`src/rtl/shift_left_pipe.sv`:
```
// Pipelined left shifter / normaliser: decode stage plus one stage per shift bit.
// Define SHL_OVF_EN to add the out_ovf port (OR of every bit shifted out).
module shift_left_pipe #(
    parameter int WIDTH = 25,
    parameter int TAG_W = 8,
    localparam int SHW = $clog2(WIDTH + 1)
) (
    input  logic             clk,
    input  logic             rst,
    input  logic             in_valid,
    output logic             in_ready,
    input  logic [WIDTH-1:0] in_data,
    input  logic [SHW-1:0]   in_shift,
    input  logic             in_norm,
    input  logic [TAG_W-1:0] in_tag,
    output logic             out_valid,
    input  logic             out_ready,
    output logic [WIDTH-1:0] out_data,
    output logic [SHW-1:0]   out_shift,
    output logic             out_zero,
`ifdef SHL_OVF_EN
    output logic             out_ovf,
`endif
    output logic [TAG_W-1:0] out_tag
);

    localparam int NS = SHW + 1;

    logic [NS-1:0]      v_q;
    logic [NS-1:0]      vin;
    logic [NS-1:0]      rdy;
    logic [WIDTH-1:0]   data_q [NS];
    logic [WIDTH-1:0]   data_d [NS];
    logic [SHW-1:0]     s_q    [NS];
    logic [SHW-1:0]     s_d    [NS];
    logic [TAG_W-1:0]   tag_q  [NS];
    logic [TAG_W-1:0]   tag_d  [NS];
    logic               zero_q;
    logic               zero_d;
    logic [2*WIDTH-1:0] wide;
`ifdef SHL_OVF_EN
    logic [NS-1:0]      ovf_q;
    logic [NS-1:0]      ovf_d;
`endif

    function automatic logic [SHW-1:0] lzc(input logic [WIDTH-1:0] d);
        logic [SHW-1:0] n;
        n = SHW'(WIDTH);
        for (int i = 0; i < WIDTH; i++) begin
            if (d[i]) n = SHW'(WIDTH - 1 - i);
        end
        return n;
    endfunction

    // A stage can load if it, or any stage after it, is empty, or the sink drains.
    for (genvar k = 0; k < NS; k++) begin : g_rdy
        assign rdy[k] = out_ready | ~(&v_q[NS-1:k]);
    end

    always_comb begin
        vin       = {v_q[NS-2:0], in_valid};
        wide      = '0;
        data_d[0] = in_data;
        s_d[0]    = in_norm ? lzc(in_data) : in_shift;
        tag_d[0]  = in_tag;
`ifdef SHL_OVF_EN
        ovf_d[0]  = 1'b0;
`endif
        for (int k = 1; k < NS; k++) begin
            // Upper half of the widened word collects the bits pushed out.
            wide = {{WIDTH{1'b0}}, data_q[k-1]}
                   << (s_q[k-1][SHW-k] ? (1 << (SHW - k)) : 0);
            data_d[k] = wide[WIDTH-1:0];
            s_d[k]    = s_q[k-1];
            tag_d[k]  = tag_q[k-1];
`ifdef SHL_OVF_EN
            ovf_d[k]  = ovf_q[k-1] | (|wide[2*WIDTH-1:WIDTH]);
`endif
        end
        zero_d = (data_d[NS-1] == '0);
    end

    always_ff @(posedge clk) begin
        if (rst) begin
            v_q    <= '0;
            zero_q <= 1'b0;
`ifdef SHL_OVF_EN
            ovf_q  <= '0;
`endif
            for (int k = 0; k < NS; k++) begin
                data_q[k] <= '0;
                s_q[k]    <= '0;
                tag_q[k]  <= '0;
            end
        end else begin
            for (int k = 0; k < NS; k++) begin
                if (rdy[k]) begin
                    v_q[k] <= vin[k];
                    if (vin[k]) begin
                        data_q[k] <= data_d[k];
                        s_q[k]    <= s_d[k];
                        tag_q[k]  <= tag_d[k];
`ifdef SHL_OVF_EN
                        ovf_q[k]  <= ovf_d[k];
`endif
                    end
                end
            end
            if (rdy[NS-1] && vin[NS-1]) zero_q <= zero_d;
        end
    end

    assign in_ready  = rdy[0];
    assign out_valid = v_q[NS-1];
    assign out_data  = data_q[NS-1];
    assign out_shift = s_q[NS-1];
    assign out_tag   = tag_q[NS-1];
    assign out_zero  = zero_q;
`ifdef SHL_OVF_EN
    assign out_ovf   = ovf_q[NS-1];
`endif

endmodule

```
`config.mk`:
```
export PLATFORM = sky130hd
export DESIGN_NAME = shift_left_pipe
export DESIGN_NICKNAME = d
export VERILOG_FILES = /design/src/rtl/shift_left_pipe.sv
export SDC_FILE = /design/constraint.sdc
export NUM_CORES = 1
export LEC_CHECK = 0
export CORE_MARGIN = 2
export CORE_UTILIZATION = 52
export DETAILED_ROUTE_END_ITERATION = 6
export PLACE_DENSITY = 0.76
export SLEW_MARGIN = 10
export SYNTH_ARGS = -nofsm -noshare
export SYNTH_HDL_FRONTEND = slang
export SYNTH_SLANG_ARGS = --single-unit
```
`constraint.sdc`:
```
create_clock -name clk -period 2.5 [get_ports clk]
set_input_delay 0.5 -clock clk [delete_from_list [all_inputs] [get_ports clk]]
set_output_delay 0.5 -clock clk [all_outputs]
set_load 0.05 [all_outputs]
```
==> results of run 1 <==
-- metrics by stage --
step	hold WS (ps)	cells	setup slack, ps
after floorplan	451	698	67.6
after global placement	451	1001	-282
after detailed placement	486	1001	-413
after CTS	498	1043	107
after global routing	536	1043	163
final	503	1043	230
-- registers in the layout, summed over array words and instances, names as in the netlist --
| signal | flops |
|---|---|
| out_zero | 1 |
| s_q | 30 |
| v_q | 6 |
| data_q | 150 |
| tag_q | 48 |
-- area by class of cell --
class                   count  area, sq um
clock buffers              27          591
clock inverters            15         98.8
fillers                  1354         6950
inverters                   9         33.8
multi-input cells         420         2720
flip-flops and latches    235         6990
well taps                 234          293
repair buffers            103         1030
-- path summary, 6_finish.rpt --
kind / from / endpoint / slack [ps] / cells past startpoint
worst max-delay path: out_ready / in_ready / 230 / 5
worst min register to register: out_zero / out_zero / 500 / 2
worst min-delay path: out_zero / out_zero / 500 / 2
worst max register to register: v_q[4] / s_q[0][1] / 590 / 5
-- layer usage --
metal / vias up / routed length, um / global-route usage (%)
li1: 2694 / - / -
met1: 2406 / 5570 / 16.2
met2: 151 / 7070 / 25.9
met3: 35 / 692 / 2.59
met4: 0 / 420 / 6.05
met5: - / 0 / 0
-- power by group --
group	switching, uW	total [uW]	leakage [uW]	internal, uW
clock network	1330	3120	0.000340	1790
logic	313	550	0.00151	236
registers	85.3	4620	0.00244	4530
-- worst max-delay path, cell delays in order --
cell,delay [ps]
clkdlybuf4s50_1,430
and4b_1,330
nand4_2,140
buf_4,180
buf_4,190
-- logic make-up after synthesis --
group,count (synthesis),share of synthesized area (%)
simple gates,297,16.0
compound gates,30,1.97
mux,93,9.41
buf+inv,43,1.97
flops,235,70.6
-- cell usage in the layout (no fill, tap or decap), drive strengths merged, types with 2 or more instances in the layout --
cell	instances
nand3	2
nand3b	3
inv	10
dfxtp	7
nand4	2
nor4	9
a21oi	10
and2	117
or2	3
nor2	123
o21ai	7
nor2b	3
nand2b	11
nor3b	8
clkbuf	27
nor3	4
edfxtp	228
a32oi	2
or4	3
mux2i	93
clkdlybuf4s50	82
buf	21
nand2	8
clkinv	12
==> results by group, run 1 <==
Run status
  • Status: finished clean

Clock tree
  • CTS Buf Count: 23
  • Worst-Skew Late Latency: roughly 500 ps
  • CTS tree: built
  • Post-CTS Hold Buffers: 0
  • CTS root buf: clkbuf_16
  • Clock sinks: approximately 240
  • Worst-path clk slew: 50 ps
  • Post-CTS resize count: 0
  • Clock Path Buffers: 3
  • H-tree Lvls: 1
  • Post-CTS setup buffers: 0

Drt
  • Vias/cell: 5.07
  • Final ANT Viol Nets: 0
  • 1st-iter DRT viols: about 160
  • First-pass iteration count of the detailed router: 4
  • Routed wire per std cell: about 13 um
  • Vias: approximately 5300
  • Drt total wl: 13800 um
  • DRC violations left: 0

Synth
  • Synth Instances: ~700
  • Post-synthesis sequential area ratio: 70.6%
  • Number of synthesized flops with an enable pin: between 200 and 250
  • Syn. warnings: 0
  • Area share of the largest cell type after synthesis: just under 70%
  • Mean Syn Cell Area: 14.2 sq um
  • Mapped Nets: about 740
  • Asr flop ratio synth: 0%
  • Synth unique cells: between 40 and 50
  • Mapped Area: 9890 sq um
  • Most common cell in the netlist: edfxtp_1
  • Synth cell count leaders: 228 x edfxtp_1, 122 x nor2_1, 117 x and2_1, 93 x mux2i_1, 14 x clkbuf_1
  • Most common flop cell mapped by yosys: edfxtp_1
  • Top post-synthesis cells by area: edfxtp_1 69%, mux2i_1 9.4%, and2_1 7.4%, nor2_1 4.6%, dfxtp_1 1.4%
  • Area leader, netlist: edfxtp_1
  • Synthesis-stage register bit count: approximately 240

GRT
  • Initial antenna violation count: 0
  • Vias in the first global route: roughly 5200
  • First-pass GRT wire length: around 24000 um
  • Congestion Overflow GR: 0
  • Largest net degree at the start of global routing: 40
  • GRT Total Usage: roughly 14%

Critical path
  • Critical Path RT: ~2000 ps
  • Worst-path fanout max: 4
  • WP data arrival: 1770 ps
  • Critical Path Sink Type: primary output
  • Crit Path Class: in -> out
  • CP Launch Type: input port

Run
  • Maxcap violations: 0

Place
  • Gpl congestion: between 1 and 1.5
  • Placed Instance Area: between 10000 and 15000 sq um
  • PortBufs: slightly above 80
  • HPWL Detailed: between 9000 and 10000 um

Pwr
  • PnR Total Power: ~8300 uW
  • Max IR drop VDD: approximately 0.0004 V
  • Leakage: around 0.0043 uW
  • Pwr dens: 705 nW/um^2

STA
  • Final setup vio count: 0
  • Fmax: about 440 MHz
  • Final hold viol count: 0
  • Fin Setup TNS: 0 ps
  • Slew Limit Fails: 0
  • Tcrit/Tclk final: between 90% and 100%
  • Max_slew headroom: approximately 46%
  • RSZ-0062 raised after global routing: false
  • Slew @ Worst Pin: roughly 800 ps
  • Clock skew: 10.9 ps
  • Fin crit period: 2270 ps

Die
  • Die Y: between 100 and 150 um
  • I/O pin count: 84
  • Chip Width: about 140 um
  • Rows: 50
  • Starting Density: between 50 and 60%
  • Die area: 20100 sq um
  • Core area: 18700 sq um

Cells and area
  • Final Cell Area: 11800 sq um
  • N_diodes: 0
  • Share of layout cells above drive strength 1: 7.79%
  • Nets: around 840
  • Layout area overhead: 18.8%
  • Post-route core utilization: ~63%

Min path
  • Min-Delay Path Class: reg -> reg
Power figures use the tool's default switching activity.
==> inputs of run 2 (changes only) <==
CORE_ASPECT_RATIO = 0.7   (was unset)
==> run 2 against run 1 <==
Net effect: sequential cell count stayed put; worst hold slack worse by 32 ps; via count down 1.0%; routed wire length is 6.8% higher; largest power group unchanged; highest routed layer unchanged.
==> results by group, run 2 (synthesis gave the netlist of run 1 again) <==
Min path
  • Min-Delay Path Class: reg -> reg
  • Worst hold start: out_zero

Critical path
  • Critical path startpoint: out_ready
  • Critical Path Sink Type: primary output
  • R2r setup slk: 550 ps (-40 ps)
  • Crit Path Class: in -> out
  • Crit-path cells: clkdlybuf4s50_1 -> and4b_1 -> nand4_2 -> buf_4 -> buf_4
  • Critical Path RT: 2000 ps (about the same)
  • Crit-path leading delay family: buffers and inverters
  • Critical path's slowest cell: clkdlybuf4s50_1
  • Slowest Stage Delay on Critical Path: 420 ps (about the same)
  • Worst-path fanout max: 4 (unchanged)
  • Worst r2r src: v_q[4]
  • CP Launch Type: input port
  • CP Buf/Inv Count: 3 (unchanged)
  • Cell mode on critical path: buf_4
  • WP data arrival: 1780 ps (about the same)

Drt
  • 1st-iter DRT viols: 351 (+120%)
  • Vias/cell: 4.98 (-1.7%)
  • Vias: 5232 (-1.0%)
  • Routed wire per std cell: 14.0 um (+6.1%)
  • Drt total wl: 14700 um (+6.8%)
  • First-pass iteration count of the detailed router: 4 (unchanged)
  • Final ANT Viol Nets: 0 (unchanged)
  • DRC violations left: 0 (unchanged)

Clock tree
  • CTS Buf Count: 22 (-4.3%)
  • Worst-Skew Late Latency: 490 ps (about the same)
  • Post-CTS setup buffers: 0 (unchanged)
  • Post-CTS Hold Buffers: 0 (unchanged)
  • Worst-path clk slew: 60 ps (about the same)
  • CTS root buf: clkbuf_16
  • Post-CTS resize count: 0 (unchanged)
  • Clock Path Buffers: 3 (unchanged)
  • CTS tree: built
  • Clock sinks: 235 (unchanged)
  • H-tree Lvls: 1 (unchanged)

Pwr
  • Pwr dens: 720 nW/um^2 (+2.1%)
  • Leakage: 0.00433 uW (+0.82%)
  • Max IR drop VDD: 0.000494 V (+26%)

Cells and area
  • Share of layout cells above drive strength 1: 8.29% (+0.50 points)
  • Most common cell after layout, fill and taps aside: edfxtp_1
  • N_diodes: 0 (unchanged)
  • Fin cells: 1050 (+0.67%)
  • Fill cells: 1352 (-0.15%)
  • Area taken by flip-flops and latches: 6990 sq um (unchanged)
  • Nets: 835 (unchanged)
  • Top reg by flops: data_q
  • Largest regs: data_q (150), tag_q (48), s_q (30)
  • Most frequent cells in the layout: 228 x edfxtp_1, 122 x nor2_1, 117 x and2_1
  • Layout area overhead: 19.6%
  • Max reg flops: 150 (unchanged)
  • Multi-input combinational cell area: 2720 sq um (unchanged)

Die
  • Die Y: 119 um (-16%)
  • Core area: 18800 sq um (+0.29%)
  • Chip Width: 169 um (+19%)
  • Rows: 42 (-16%)
  • Starting Density: 52.7% (-0.16 points)
  • Die area: 20200 sq um (about the same)
  • I/O pin count: 84 (unchanged)

STA
  • Max_slew headroom: 45.1% (-1.3 points)
  • Clock skew: 12.5 ps (+1.57 ps)
  • Fin crit period: 2280 ps (+6.81 ps)
  • Slew Limit Fails: 0 (unchanged)
  • Final hold viol count: 0 (unchanged)
  • Slew @ Worst Pin: 823 ps (+19.2 ps)
  • WHS: 471 ps (-32.4 ps)
  • Final setup vio count: 0 (unchanged)
  • Tcrit/Tclk final: 91.1% (+0.27 points)
  • Fmax: 439 MHz (-0.30%)
  • RSZ-0062 raised after global routing: false

Place
  • PortBufs: 83 (unchanged)
  • Placed cell count: 1010 (+0.90%)
  • HPWL Detailed: 10400 um (+3.7%)
  • Gpl congestion: 0.866 (-14%)

Run status
  • Status: finished clean

GRT
  • Initial antenna violation count: 0 (unchanged)
  • Largest net degree at the start of global routing: 40 (unchanged)
  • Vias in the first global route: 5242 (+0.77%)
  • GRT Total Usage: 15.0% (+0.93 points)
  • Congestion Overflow GR: 0 (unchanged)
  • First-pass GRT wire length: 25000 um (+5.8%)

Run
  • Maxcap violations: 0 (unchanged)
run 2: cell types whose count changed in the layout (fill, tap and decap cells not counted), sizes merged:
cell / change
clkinv: -6
clkbuf: +4
buf: +1
bufinv: +1
inv: -1
run 2: power breakdown:
group          internal [uW]  switching, uW
logic                    237            319
registers               4530           85.9
clock network           2030           1310
run 2: cell type report:
cell class                      count  area share, %
Sequential cell                   235           59.1
Multi-Input combinational cell    420           23.0
Timing Repair Buffer              104           8.76
Clock buffer                       31           5.54
Tap cell                          242           2.56
Clock inverter                      9          0.804
Inverter                            9          0.286
run 2: worst paths after layout:
path,end,depth (start not counted)
max,in_ready,5
min reg2reg,out_zero,2
max reg2reg,s_q[0][1],5
min,out_zero,2
run 2: metrics by stage:
| stage | total power [uW] | setup slack, ps | utilization, % | cell area [sq um] | setup TNS [ps] |
|---|---|---|---|---|---|
| detailed placement | 5260 | -437 | 59.0 | 11100 | -7970 |
| floorplan | 5030 | 67.6 | - | 9900 | 0 |
| CTS | 8590 | 77.5 | 63.0 | 11800 | 0 |
| global route | 8810 | 182 | 63.1 | 11800 | 0 |
| finish | 8520 | 223 | 63.1 | 11800 | 0 |
| global placement | 5240 | -287 | 59.0 | 11100 | -4490 |
run 2: routing by layer:
metal  wire (um)  GRT usage [%]
met1        6830           20.9
met4         340           3.88
met2        6800           24.3
met5           0              0
met3         720           3.36
run 2: worst min-delay path: stages, from the launching register on:
cell and delay [ps]:
dfxtp_1 310, inv_1 50, o32ai_1 60
